## src/rtl/reg_file_ctrl.sv

```systemverilog
// reg_file_ctrl: command-driven initiator for reg_file.
// Accepts WRITE / READ-pair / CLEAR commands over a valid-ready channel and
// drives the reg_file pins.  Read-pair data comes back on a valid-ready
// response channel.
// Optional feature macro: RFC_READBACK_EN.  When defined, every WRITE is
// followed by a one-cycle VERIFY that reads the register back and sets a
// sticky err on mismatch.
//
// state  | meaning
// -------+---------------------------------------------------------------
// IDLE   | ready for a command; captures fields on accept
// WRITE  | single rf_wr pulse with captured address/data
// VERIFY | (RFC_READBACK_EN) read back written register, compare to data
// READ   | drive read addresses; register d_out_a/b at closing edge
// RESP   | hold response until consumer accepts
// CLEAR  | DEPTH consecutive writes of CLEAR_VAL, address 0..DEPTH-1
module reg_file_ctrl #(
  parameter int                DATA_W    = 16,
  parameter int                ADDR_W    = 3,
  parameter logic [DATA_W-1:0] CLEAR_VAL = '0
) (
  input  logic              clk,
  input  logic              reset,
  input  logic              cmd_valid,
  output logic              cmd_ready,
  input  logic [1:0]        cmd_op,
  input  logic [ADDR_W-1:0] cmd_addr_a,
  input  logic [ADDR_W-1:0] cmd_addr_b,
  input  logic [ADDR_W-1:0] cmd_wr_addr,
  input  logic [DATA_W-1:0] cmd_data,
  output logic              rsp_valid,
  input  logic              rsp_ready,
  output logic [DATA_W-1:0] rsp_data_a,
  output logic [DATA_W-1:0] rsp_data_b,
  output logic              busy,
  output logic              err,
  output logic              rf_wr,
  output logic [ADDR_W-1:0] rf_rd_addr_a,
  output logic [ADDR_W-1:0] rf_rd_addr_b,
  output logic [ADDR_W-1:0] rf_wr_addr,
  output logic [DATA_W-1:0] rf_d_in,
  input  logic [DATA_W-1:0] rf_d_out_a,
  input  logic [DATA_W-1:0] rf_d_out_b
);

  localparam logic [1:0] OP_WRITE = 2'b01;
  localparam logic [1:0] OP_READ  = 2'b10;
  localparam logic [1:0] OP_CLEAR = 2'b11;

  // Depth is a power of two, so the last address is all ones.
  localparam logic [ADDR_W-1:0] LAST_ADDR = '1;

  typedef enum logic [2:0] {
    S_IDLE   = 3'd0,
    S_WRITE  = 3'd1,
    S_READ   = 3'd2,
    S_RESP   = 3'd3,
    S_CLEAR  = 3'd4,
    S_VERIFY = 3'd5
  } state_t;

  state_t            state;
  state_t            state_nxt;
  logic [ADDR_W-1:0] clr_cnt;

  // Handshake/status outputs decode straight from state so that an async
  // reset drops rf_wr without waiting for a clock edge.
  assign cmd_ready = (state == S_IDLE);
  assign rsp_valid = (state == S_RESP);
  assign busy      = (state != S_IDLE);
  assign rf_wr     = (state == S_WRITE) || (state == S_CLEAR);

  // State register.
  always_ff @(posedge clk or negedge reset) begin
    if (!reset) state <= S_IDLE;
    else        state <= state_nxt;
  end

  // Next-state logic.
  always_comb begin
    state_nxt = state;
    case (state)
      S_IDLE: begin
        if (cmd_valid) begin
          case (cmd_op)
            OP_WRITE: state_nxt = S_WRITE;
            OP_READ:  state_nxt = S_READ;
            OP_CLEAR: state_nxt = S_CLEAR;
            default:  state_nxt = S_IDLE;
          endcase
        end
      end
`ifdef RFC_READBACK_EN
      S_WRITE:  state_nxt = S_VERIFY;
      S_VERIFY: state_nxt = S_IDLE;
`else
      S_WRITE:  state_nxt = S_IDLE;
`endif
      S_READ:   state_nxt = S_RESP;
      S_RESP:   if (rsp_ready) state_nxt = S_IDLE;
      S_CLEAR:  if (clr_cnt == LAST_ADDR) state_nxt = S_IDLE;
      default:  state_nxt = S_IDLE;
    endcase
  end

  // Pin/capture registers: rf pins double as the captured command fields and
  // keep their last driven value whenever they are not in use.
  always_ff @(posedge clk or negedge reset) begin
    if (!reset) begin
      rf_rd_addr_a <= '0;
      rf_rd_addr_b <= '0;
      rf_wr_addr   <= '0;
      rf_d_in      <= '0;
      rsp_data_a   <= '0;
      rsp_data_b   <= '0;
      clr_cnt      <= '0;
    end else begin
      case (state)
        S_IDLE: begin
          if (cmd_valid) begin
            case (cmd_op)
              OP_WRITE: begin
                rf_wr_addr <= cmd_wr_addr;
                rf_d_in    <= cmd_data;
              end
              OP_READ: begin
                rf_rd_addr_a <= cmd_addr_a;
                rf_rd_addr_b <= cmd_addr_b;
              end
              OP_CLEAR: begin
                rf_wr_addr <= '0;
                rf_d_in    <= CLEAR_VAL;
                clr_cnt    <= '0;
              end
              default: ;
            endcase
          end
        end
`ifdef RFC_READBACK_EN
        S_WRITE: rf_rd_addr_a <= rf_wr_addr;
`endif
        S_READ: begin
          rsp_data_a <= rf_d_out_a;
          rsp_data_b <= rf_d_out_b;
        end
        S_CLEAR: begin
          // Counter wraps; the address pin stops at the last address.
          clr_cnt <= clr_cnt + 1'b1;
          if (clr_cnt != LAST_ADDR) rf_wr_addr <= clr_cnt + 1'b1;
        end
        default: ;
      endcase
    end
  end

`ifdef RFC_READBACK_EN
  logic err_q;

  // Sticky readback mismatch; rf_d_in still holds the written data in VERIFY.
  always_ff @(posedge clk or negedge reset) begin
    if (!reset)                                         err_q <= 1'b0;
    else if (state == S_VERIFY && rf_d_out_a != rf_d_in) err_q <= 1'b1;
  end

  assign err = err_q;
`else
  assign err = 1'b0;
`endif

endmodule

```

## config.mk

```make
export PLATFORM = sky130hd
export DESIGN_NAME = reg_file_ctrl
export DESIGN_NICKNAME = d
export VERILOG_FILES = /design/src/rtl/reg_file_ctrl.sv
export SDC_FILE = /design/constraint.sdc
export NUM_CORES = 1
export LEC_CHECK = 0
export BUFFER_PORTS_ARGS = -buffer_cell sky130_fd_sc_hd__buf_4
export CAP_MARGIN = 15
export CORE_UTILIZATION = 42
export DETAILED_ROUTE_END_ITERATION = 6
export PLACE_DENSITY = 0.79
export SLEW_MARGIN = 20
export SYNTH_ARGS = -nofsm -noshare
export SYNTH_HDL_FRONTEND = slang
export SYNTH_SLANG_ARGS = --single-unit
export TNS_END_PERCENT = 50
```

## constraint.sdc

```tcl
create_clock -name clk -period 1.58 [get_ports clk]
set_input_delay 0.158 -clock clk [delete_from_list [all_inputs] [get_ports clk]]
set_output_delay 0.158 -clock clk [all_outputs]
set_load 0.02 [all_outputs]
```

==> reports/qor.yml <==
outcome:
  status: "finished, violations left"
  violations: "negative setup slack"
placement:
  gp_congestion: 0.7806
  place_area_mm2: 0.003829
  hpwlAfterDp_um: 4442
  port_buffers: 123
sta:
  rsz0062_at_grt: "yes"
  setup_viol: 44
  post-route-period-util: 1.047
  setup_ws_ns: -0.07468
  fmax_ghz: 0.6043
  final.setup.tns_ns: -1.420
  fin_crit_ns: 1.655
  finalHoldViolations: 0
  drv_slew: 0
  fin_skew_ns: 0.006765
clock_tree:
  cts_sinks: 63
  tritoncts: "done"
  clockRootBuffer: "clkbuf_8"
  clock_latency_ns: 0.33
  path_clk_slew_ns: 0.07
  cts_htree_levels: 3
  cts_buffer_depth: 2
  cts_buffers: 9
die:
  rows: 29
  coreArea_mm2: 0.006314
  die-width_um: 82.63
  num_io_pins: 125
  die_h_um: 82.63
  start_util: 0.4324
  dieArea_mm2: 0.006827
yosys:
  yosys_warnings: 0
  synth_area_mm2: 0.002730
  seq_area_frac_synth: 0.5775
  synth_nets: 251
  syn_inst: 186
  synth_cell_types: 35
  synth.avg_cell_area_um2: 14.68
  synth_seq_cells: 63
layout:
  mostFrequentLayoutCell: "buf_4"
  final_nets: 405
  drive_gt1_frac: 0.6802
  area_growth_pct: 60.31
  postLayoutCellArea_mm2: 0.004377
  nFillCells: 466
  mostFrequentLayoutCells: "buf_4 (138), dfrtp_1 (63), mux2_4 (39)"
  antenna_cells: 0
setup_path:
  reg2reg_to: "rf_d_in[15]"
  rr_worst_depth: 5
  critPathRequiredTime_ns: 1.80
  cp.arrival_ns: 1.88
  cp-end-kind: "flip-flop"
  critPathKind: "flip-flop to flip-flop"
  r2r_slack_ns: -0.07
  start_kind: "flip-flop"
  r2r_start: "state[1]"
  cp_max_fo: 4
pwr:
  leakagePower_nw: 2.178
  ir_drop_mv: 1.132
  clock_power_share: 0.123
  p_seq_frac: 0.301
  combPwrFrac: 0.576
  power.density_mw_per_mm2: 2188
  intPower_w: 0.006167
  switching_share: 0.3559
  p_switching_w: 0.003408
drt:
  vias: 2072
  first_pass_iters: 4
  drt-vias-per-instance: 4.922
  first_iter_violations: 52
  drt_wl_total_um: 6619
  avgRoutedWirePerCell_um: 15.72
  final_antenna_net_count: 0
  drc: 0
grt:
  grt_pass1_wl_um: 9356
  grt_pass1_vias: 2094
  grtUsageTotal: 0.1904
  grt_overflow_total: 0
  antenna_found_initial: 0
  grt_max_degree: 35
worst_hold_path:
  min_path_cells: 2
  min_from: "rf_d_out_b[13]"
  min_to: "rsp_data_b[13]"
  hp-class: "input port to flip-flop"
run:
  cap_violations: 0
## metrics by stage
| step | hold slack, ns | power, W | setup slack, ns | std cells | util |
|---|---|---|---|---|---|
| 2_1_floorplan | -0.1376 | 0.005499 | -0.2224 | 186 | - |
| 3_3_place_gp | 0.1099 | 0.007398 | -0.08951 | 391 | 0.6064 |
| 3_5_place_dp | 0.1096 | 0.007520 | -0.1223 | 391 | 0.6064 |
| 4_1_cts | 0.03865 | 0.008962 | -0.04708 | 412 | 0.6486 |
| 5_1_grt | 0.03616 | 0.01014 | -0.1240 | 421 | 0.6932 |
| 6_report | 0.05432 | 0.009576 | -0.07468 | 421 | 0.6932 |
## sequential cells by signal (all words and copies together) (netlist names)
name          count
state             3
rf_rd_addr_b      3
rsp_data_a       16
rf_wr_addr        3
rf_rd_addr_a      3
clr_cnt           3
rf_d_in          16
rsp_data_b       16
## cell type report
cell class	instances	area [um^2]	area share
Sequential cell	63	1577	0.3602
Clock inverter	1	5.005	0.001144
Timing Repair Buffer	154	1309	0.2990
Clock buffer	14	152.6	0.03488
Tap cell	77	96.34	0.02201
Inverter	3	16.27	0.003716
Multi-Input combinational cell	109	1221	0.2790
## cell usage after synthesis (all sizes together)
cell type	count	area [um^2]
and3	3	18.77
conb	1	3.750
or3	1	11.26
ha	2	25.02
dfrtp	63	1577
or3b	1	8.760
nand2b	1	6.260
o31ai	1	7.510
inv	2	7.510
a21boi	3	22.52
xnor2	1	8.760
a31oi	2	12.51
a21oi	1	5.000
o32ai	1	8.760
clkinv	1	5.000
a21o	1	7.510
nand3b	1	7.510
or4bb	1	11.26
and3b	1	8.760
nor2	2	7.510
clkbuf	2	7.510
mux2i	1	10.01
nor4b	1	8.760
o21ai	3	15.01
nor2b	17	106.4
nand2	1	3.750
mux2	59	701.9
nor3b	1	12.51
buf	9	73.82
a32o	2	20.02
## cells by family (layout without fill, tap and decap cells)
family,count (synthesis),after routing,synth area share
adders and majority gates,2,2,0.009164
AOI/OAI and AO/OA,14,14,0.03620
buffers and inverters,14,172,0.03437
DFF,63,63,0.5775
xor gates and xnor gates,1,1,0.003209
and+or+nand+nor,31,31,0.07745
muxes,60,60,0.2608
other,1,1,0.001374
## routing by layer
| layer | global-route usage | wire length (um) |
|---|---|---|
| met1 | 0.2028 | 2721 |
| met2 | 0.3380 | 3394 |
| met3 | 0.05824 | 376 |
| met4 | 0.09828 | 127 |
| met5 | 0 | 0 |
## worst max-delay path, cell delays in order (launching register included)
cell and delay (ns):
dfrtp_1 0.39, or3_4 0.41, clkinv_4 0.06, and3_4 0.22, clkbuf_16 0.16, mux2_4 0.29
## power by group through the flow
stage               clock (W)  combinational (W)  sequential, W
floorplan                   0            0.00176        0.00373
global placement            0            0.00456        0.00284
detailed placement          0            0.00465        0.00287
CTS                   0.00121            0.00488        0.00287
global route          0.00130            0.00585        0.00299
finish                0.00118            0.00552        0.00288
## worst max-delay path by stage
stage | start | to | cells past startpoint
finish | state[1] | rf_d_in[15] | 5
global route | state[1] | rf_d_in[15] | 5
CTS | state[1] | rf_d_in[13] | 5
detailed placement | state[1] | rf_d_in[13] | 4
global placement | state[1] | rf_d_in[0] | 4
floorplan | state[0] | rf_d_in[10] | 7
## repair_timing
action / 4_1_cts / 5_1_grt
endpoints found under the hold margin: 29 / 0
pin swaps: 1 / 3
hold buffers: 1 / 0
cloned: 0 / 5
setup buffers: 5 / 4
gates resized for setup: 15 / 36
endpoints found under the setup margin: 62 / 63
Note: power is estimated with default switching activity, not from simulation.
